`src/rtl/j1_boot_pkg.sv`:
```
// Shared types for the j1 boot loader: FSM state encoding and frame constants.
package j1_boot_pkg;

  typedef enum logic [2:0] {
    ST_START,
    ST_RUN,
    ST_LEN_LO,
    ST_LEN_HI,
    ST_DAT_LO,
    ST_DAT_HI,
    ST_WRITE,
    ST_CSUM
  } state_t;

  localparam int BYTES_PER_WORD = 2;

endpackage

```
`src/rtl/j1_ram_loader.sv`:
```
// Boot sequencer for the j1: holds the CPU in reset while a checksummed image is
// streamed into RAM port A, then hands port A back to the instruction fetch path.
module j1_ram_loader
  import j1_boot_pkg::*;
#(
  parameter int LOG2ABITS = 11,
  parameter int DWIDTH    = 16,
  parameter int TIMEOUT   = 65535,
  parameter int AUTOBOOT  = 1
) (
  input  logic                 clk,
  input  logic                 resetq,
  input  logic                 rx_valid,
  input  logic [7:0]           rx_data,
  output logic                 rx_ready,
  input  logic                 boot_req,
  input  logic [LOG2ABITS-1:0] j1_code_addr,
  input  logic                 j1_mem_wr,
  output logic [LOG2ABITS-1:0] ram_addra,
  output logic                 ram_wea,
  output logic [DWIDTH-1:0]    ram_writea,
  output logic                 ram_web,
  output logic                 cpu_reset,
  output logic                 loading,
  output logic                 done,
  output logic                 error
);

  localparam int IW = $clog2(TIMEOUT + 1);
  localparam int CW = LOG2ABITS + 1;
  localparam logic [31:0] DEPTH = 32'(1) << LOG2ABITS;

  state_t                      state_q, state_d;
  logic [7:0]                  len_lo_q, len_lo_d;
  logic [7:0]                  lo_q, lo_d;
  logic [7:0]                  hi_q, hi_d;
  logic [CW-1:0]               addr_q, addr_d;
  logic [CW-1:0]               rem_q, rem_d;
  logic [7:0]                  csum_q, csum_d;
  logic [IW-1:0]               idle_q, idle_d;
  logic                        cpu_reset_q, cpu_reset_d;
  logic                        rx_ready_q, rx_ready_d;
  logic                        loading_q, loading_d;
  logic                        ram_wea_q, ram_wea_d;
  logic                        done_q, done_d;
  logic                        error_q, error_d;

  logic                        accept;
  logic                        armed;
  logic [15:0]                 len_word;
  logic [8*BYTES_PER_WORD-1:0] word;

  assign accept   = rx_valid & rx_ready_q;
  assign armed    = (state_q == ST_LEN_HI) || (state_q == ST_DAT_LO) ||
                    (state_q == ST_DAT_HI) || (state_q == ST_CSUM);
  assign len_word = {rx_data, len_lo_q};
  assign word     = {hi_q, lo_q};

  always_comb begin
    state_d  = state_q;
    len_lo_d = len_lo_q;
    lo_d     = lo_q;
    hi_d     = hi_q;
    addr_d   = addr_q;
    rem_d    = rem_q;
    csum_d   = csum_q;
    done_d   = done_q;
    error_d  = error_q;
    idle_d   = (accept || !armed) ? '0 : idle_q + 1'b1;

    case (state_q)
      ST_START: state_d = (AUTOBOOT != 0) ? ST_RUN : ST_LEN_LO;
      ST_RUN: begin
        if (boot_req) begin
          state_d = ST_LEN_LO;
          done_d  = 1'b0;
        end
      end
      ST_LEN_LO: begin
        if (accept) begin
          len_lo_d = rx_data;
          csum_d   = rx_data;
          error_d  = 1'b0;
          state_d  = ST_LEN_HI;
        end
      end
      ST_LEN_HI: begin
        if (accept) begin
          csum_d = csum_q + rx_data;
          if (len_word == 16'd0) begin
            state_d = ST_CSUM;
          end else if ({16'd0, len_word} > DEPTH) begin
            error_d = 1'b1;
            state_d = ST_LEN_LO;
          end else begin
            addr_d  = '0;
            rem_d   = CW'(len_word);
            state_d = ST_DAT_LO;
          end
        end
      end
      ST_DAT_LO: begin
        if (accept) begin
          lo_d    = rx_data;
          csum_d  = csum_q + rx_data;
          state_d = ST_DAT_HI;
        end
      end
      ST_DAT_HI: begin
        if (accept) begin
          hi_d    = rx_data;
          csum_d  = csum_q + rx_data;
          state_d = ST_WRITE;
        end
      end
      ST_WRITE: begin
        addr_d  = addr_q + 1'b1;
        rem_d   = rem_q - 1'b1;
        state_d = (rem_q == CW'(1)) ? ST_CSUM : ST_DAT_LO;
      end
      ST_CSUM: begin
        if (accept) begin
          if (rx_data == csum_q) begin
            done_d  = 1'b1;
            state_d = ST_RUN;
          end else begin
            error_d = 1'b1;
            state_d = ST_LEN_LO;
          end
        end
      end
      default: state_d = ST_START;
    endcase

    // A stalled host mid-frame abandons the frame; LEN_LO is never armed.
    if (armed && !accept && (idle_q == IW'(TIMEOUT - 1))) begin
      error_d = 1'b1;
      state_d = ST_LEN_LO;
      idle_d  = '0;
    end

    cpu_reset_d = (state_d != ST_RUN);
    ram_wea_d   = (state_d == ST_WRITE);
    rx_ready_d  = (state_d == ST_LEN_LO) || (state_d == ST_LEN_HI) ||
                  (state_d == ST_DAT_LO) || (state_d == ST_DAT_HI) ||
                  (state_d == ST_CSUM);
    loading_d   = rx_ready_d || ram_wea_d;
  end

  always_ff @(posedge clk or negedge resetq) begin
    if (!resetq) begin
      state_q     <= ST_START;
      len_lo_q    <= '0;
      lo_q        <= '0;
      hi_q        <= '0;
      addr_q      <= '0;
      rem_q       <= '0;
      csum_q      <= '0;
      idle_q      <= '0;
      cpu_reset_q <= 1'b1;
      rx_ready_q  <= 1'b0;
      loading_q   <= 1'b0;
      ram_wea_q   <= 1'b0;
      done_q      <= 1'b0;
      error_q     <= 1'b0;
    end else begin
      state_q     <= state_d;
      len_lo_q    <= len_lo_d;
      lo_q        <= lo_d;
      hi_q        <= hi_d;
      addr_q      <= addr_d;
      rem_q       <= rem_d;
      csum_q      <= csum_d;
      idle_q      <= idle_d;
      cpu_reset_q <= cpu_reset_d;
      rx_ready_q  <= rx_ready_d;
      loading_q   <= loading_d;
      ram_wea_q   <= ram_wea_d;
      done_q      <= done_d;
      error_q     <= error_d;
    end
  end

  // The counter's top bit only exists so a full-depth load ends without wrapping.
  logic addr_top_unused;
  assign addr_top_unused = addr_q[CW-1];

  assign ram_addra  = (state_q == ST_RUN) ? j1_code_addr : addr_q[LOG2ABITS-1:0];
  assign ram_writea = DWIDTH'(word);
  assign ram_web    = j1_mem_wr & ~cpu_reset_q;
  assign rx_ready   = rx_ready_q;
  assign ram_wea    = ram_wea_q;
  assign cpu_reset  = cpu_reset_q;
  assign loading    = loading_q;
  assign done       = done_q;
  assign error      = error_q;

endmodule

```
`config.mk`:
```
export PLATFORM = sky130hd
export DESIGN_NAME = j1_ram_loader
export DESIGN_NICKNAME = d
export VERILOG_FILES = /design/src/rtl/j1_boot_pkg.sv /design/src/rtl/j1_ram_loader.sv
export SDC_FILE = /design/constraint.sdc
export NUM_CORES = 1
export LEC_CHECK = 0
export CORE_ASPECT_RATIO = 0.5
export CORE_UTILIZATION = 35
export CTS_BUF_LIST = sky130_fd_sc_hd__clkbuf_16
export DETAILED_ROUTE_END_ITERATION = 8
export DONT_BUFFER_PORTS = 1
export PLACE_DENSITY = 0.6
export SETUP_SLACK_MARGIN = 0.02
export SYNTH_ARGS = -nofsm -noshare
export SYNTH_HDL_FRONTEND = slang
export SYNTH_SLANG_ARGS = --single-unit
```
`constraint.sdc`:
```
create_clock -name clk -period 2.1 [get_ports clk]
set_input_delay 0.315 -clock clk [delete_from_list [all_inputs] [get_ports clk]]
set_output_delay 0.315 -clock clk [all_outputs]
set_load 0.01 [all_outputs]
```
==> results.json <==
{
  "run_status": "finished, violations left",
  "violations": "negative hold slack",
  "clock_power_share_pct": 26.4,
  "routed_wirelength_normalized_by_instance_count_um": 16.1,
  "worst-endpoint-required_ns": 2.33,
  "combPwrFrac_pct": 39.3,
  "grt_util_met3_pct": 4.34,
  "core_area_mm2": 0.0121,
  "maxCapViolCount": 0,
  "numCtsBuffers": 9,
  "first_global_vias": 3331,
  "ff_latch_area_mm2": 0.00200,
  "layout.filler_cells": 1146,
  "post_layout_power_w": 0.00678,
  "report.final.slew_viol_count": 0,
  "worst-slew-pin-transition_ns": 0.390,
  "multi_input_comb_area_mm2": 0.00247,
  "reg2reg_slack_ns": 0.03,
  "htree_levels": 3,
  "drive_above_1_share_pct": 28.4,
  "post-route-util_pct": 46.0,
  "finalHoldViolations": 80,
  "hold_path.class": "in2async",
  "wire_length_of_the_first_global_routing_pass_um": 17400,
  "slew_headroom_pct": 73.9,
  "grt_util_met2_pct": 26.9,
  "ys_async_sr_fraction_pct": 100,
  "layout.cells.most_common": "dfrtp_1",
  "grt_setup_unrepaired": "yes",
  "fmaxAchievable_mhz": 482,
  "drt_pre_antenna_iters": 4,
  "core.rowCount": 28,
  "power_frac_seq_pct": 34.3,
  "post-place-cells": 647,
  "grt_busiest_layer": "met2",
  "total_leakage_power_nw": 2.43,
  "fp.dieW_um": 161,
  "ys_warn_count": 0,
  "timing.critical_path.arrival_ns": 2.31,
  "syn_to_final_growth_pct": 25.9,
  "dpl-instance-area_mm2": 0.00498,
  "synthesis.nets": 478,
  "wirelength_um": 10800,
  "worst_clock_skew_ns": 0.00659,
  "worst_skew_pair.late_latency_ns": 0.34,
  "antennaDiodeCount": 0,
  "synth_edf_count": 0,
  "drt-vias-per-instance": 5.24,
  "boundaryPins": 58,
  "worst_setup_hold_path_clk_slew_ns": 0.06,
  "ys_seq_elements": 80,
  "critPathKind": "reg2reg",
  "groute.usage.overall_pct": 17.3,
  "initial_utilization_pct": 36.5,
  "syn-instance-count": 441,
  "tritoncts_clock_tree": "built",
  "grt_start_max_net_pins": 81,
  "grt.met1_usage_pct": 23.7,
  "share_of_total_power_consumed_by_net_switching_pct": 33.9,
  "clock_path_buffers": 2,
  "net-switching-power_w": 0.00230,
  "synth_cell_types": 63,
  "clock_sinks": 80,
  "grt-ovfl-total": 0,
  "final_antenna_net_count": 0,
  "end_kind": "flip-flop",
  "peakVddDrop_mv": 0.593,
  "die_y_um": 81.3,
  "dieArea_mm2": 0.0131,
  "post-route-min-period_ns": 2.07,
  "clockRootBuffer": "clkbuf_16",
  "hold_slack_ns": -0.333,
  "power_per_standard_cell_area_mw_per_mm2": 1220,
  "worst-path-max-fanout": 3,
  "port_buf_inserts": 0,
  "finalInstanceArea_mm2": 0.00555,
  "setup-violations-final": 0,
  "synth_flop_cell": "dfrtp_1",
  "mappedNetlistArea_mm2": 0.00440,
  "drt_iter0_drc": 186,
  "synth_seq_area_share_pct": 45.5,
  "final.period_utilization_pct": 98.8,
  "finalNonFillerCells": 668,
  "gp_routability_congestion": 0.812,
  "detail_route.drc_violations": 0,
  "setup.worst_path.start_class": "flip-flop",
  "antenna_found_initial": 0,
  "detail_placement_hpwl_um": 7450,
  "final_cell_mix": "dfrtp_1 (79), buf_4 (58), nor2_1 (52), nand2_1 (33), mux2_2 (28)",
  "synthesis.area_per_instance_um2": 9.98,
  "internal_power_w": 0.00448,
  "detailroute.via_count": 3502,
  "design.final.nets": 535
}
-- per-stage QoR --
step / hold slack, ns / setup WS, ns / TNS [ns]
final: -0.333 / 0.0254 / 0
after global routing: -0.353 / -0.0183 / -0.0183
after CTS: -0.346 / 0.0230 / 0
after detailed placement: 0.0221 / -0.0125 / -0.0161
after global placement: 0.0220 / 0.0242 / 0
after floorplan: 0.0194 / 0.0295 / 0
-- cell families after synthesis --
| kind of cell | after synthesis | share of synthesized area (%) |
|---|---|---|
| xor gates and xnor gates | 27 | 5.37 |
| buffers and inverters | 29 | 2.87 |
| muxes | 37 | 9.35 |
| DFF | 80 | 45.5 |
| adders and majority gates | 14 | 4.09 |
| and+or+nand+nor | 178 | 21.1 |
| AOI/OAI and AO/OA | 76 | 11.7 |
-- cells in the mapped netlist (all sizes together) (2+ instances only) --
| cell type | count | area [µm²] |
|---|---|---|
| dfrtp | 79 | 1980 |
| nor2 | 55 | 228 |
| nand2 | 34 | 128 |
| mux2 | 33 | 372 |
| o21ai | 26 | 130 |
| a21oi | 16 | 91.3 |
| nand3 | 16 | 80.1 |
| xnor2 | 15 | 131 |
| inv | 13 | 48.8 |
| ha | 12 | 150 |
| nor3 | 12 | 65.1 |
| xor2 | 12 | 105 |
| nand4 | 10 | 62.6 |
| nor4 | 10 | 62.6 |
| buf | 8 | 47.5 |
| clkbuf | 8 | 30.0 |
| nand2b | 7 | 51.3 |
| or4 | 7 | 60.1 |
| nor2b | 5 | 31.3 |
| nor3b | 5 | 37.5 |
| a21o | 4 | 30.0 |
| a31oi | 4 | 25.0 |
| and2 | 4 | 25.0 |
| mux2i | 4 | 40.0 |
| and3 | 3 | 18.8 |
| o211ai | 3 | 22.5 |
| o31ai | 3 | 22.5 |
| or3 | 3 | 18.8 |
| a221o | 2 | 20.0 |
| a22oi | 2 | 15.0 |
| and4 | 2 | 17.5 |
| o21a | 2 | 15.0 |
| o41a | 2 | 22.5 |
-- what timing repair did --
action,in CTS,in global routing
resized for setup,4,30
hold endpoints to repair,80,80
setup endpoints to repair,5,26
buffers inserted,1,3
pin swaps,1,11
cloned,0,1
-- metal layers --
metal	vias up	part of all wire [%]
met5	-	0
met4	0	1.4
met3	13	4.1
met2	65	45
met1	1722	49
li1	1702	-
-- critical path, cell delays in order, from the launching register on --
cell and delay (ns):
dfrtp_1 0.40, ha_4 0.24, nor4_4 0.26, o211a_1 0.26
o221ai_2 0.13, or4_4 0.53, and2_4 0.15
-- power by group through the flow --
stage                     logic, W  registers, W  clock network [W]
after CTS                  0.00242       0.00229            0.00184
after global routing       0.00292       0.00238            0.00192
after detailed placement   0.00238       0.00230                  0
after global placement     0.00236       0.00230                  0
final                      0.00266       0.00233            0.00179
after floorplan            0.00156       0.00225                  0
-- area by class of cell --
class,count,area share [%]
clock inverter,7,2.01
timing repair buffer,61,8.62
clock buffer,9,4.06
tap,165,3.72
inverter,13,0.880
sequential,80,36.1
multi-input combinational,333,44.6
-- sequential cells by signal, indices dropped and copies added, names as in the netlist --
register and flops:
lo_q 8, idle_q 16, csum_q 8, done 1
hi_q 8, loading 1, error 1, len_lo_q 8
state_q 3, cpu_reset 1, ram_wea 1, addr_q 11
rx_ready 1, rem_q 12
-- worst paths after layout --
| kind | cells after the start | to | startpoint |
|---|---|---|---|
| min | 0 | idle_q[8] | resetq |
| min in group clk | 2 | csum_q[6] | rx_data[6] |
| min reg2reg | 2 | csum_q[4] | csum_q[4] |
| max in group asynchronous | 0 | cpu_reset | resetq |
| max reg2reg | 6 | rx_ready | csum_q[5] |
| max | 6 | rx_ready | csum_q[5] |
(Power assumes the default switching activity.)
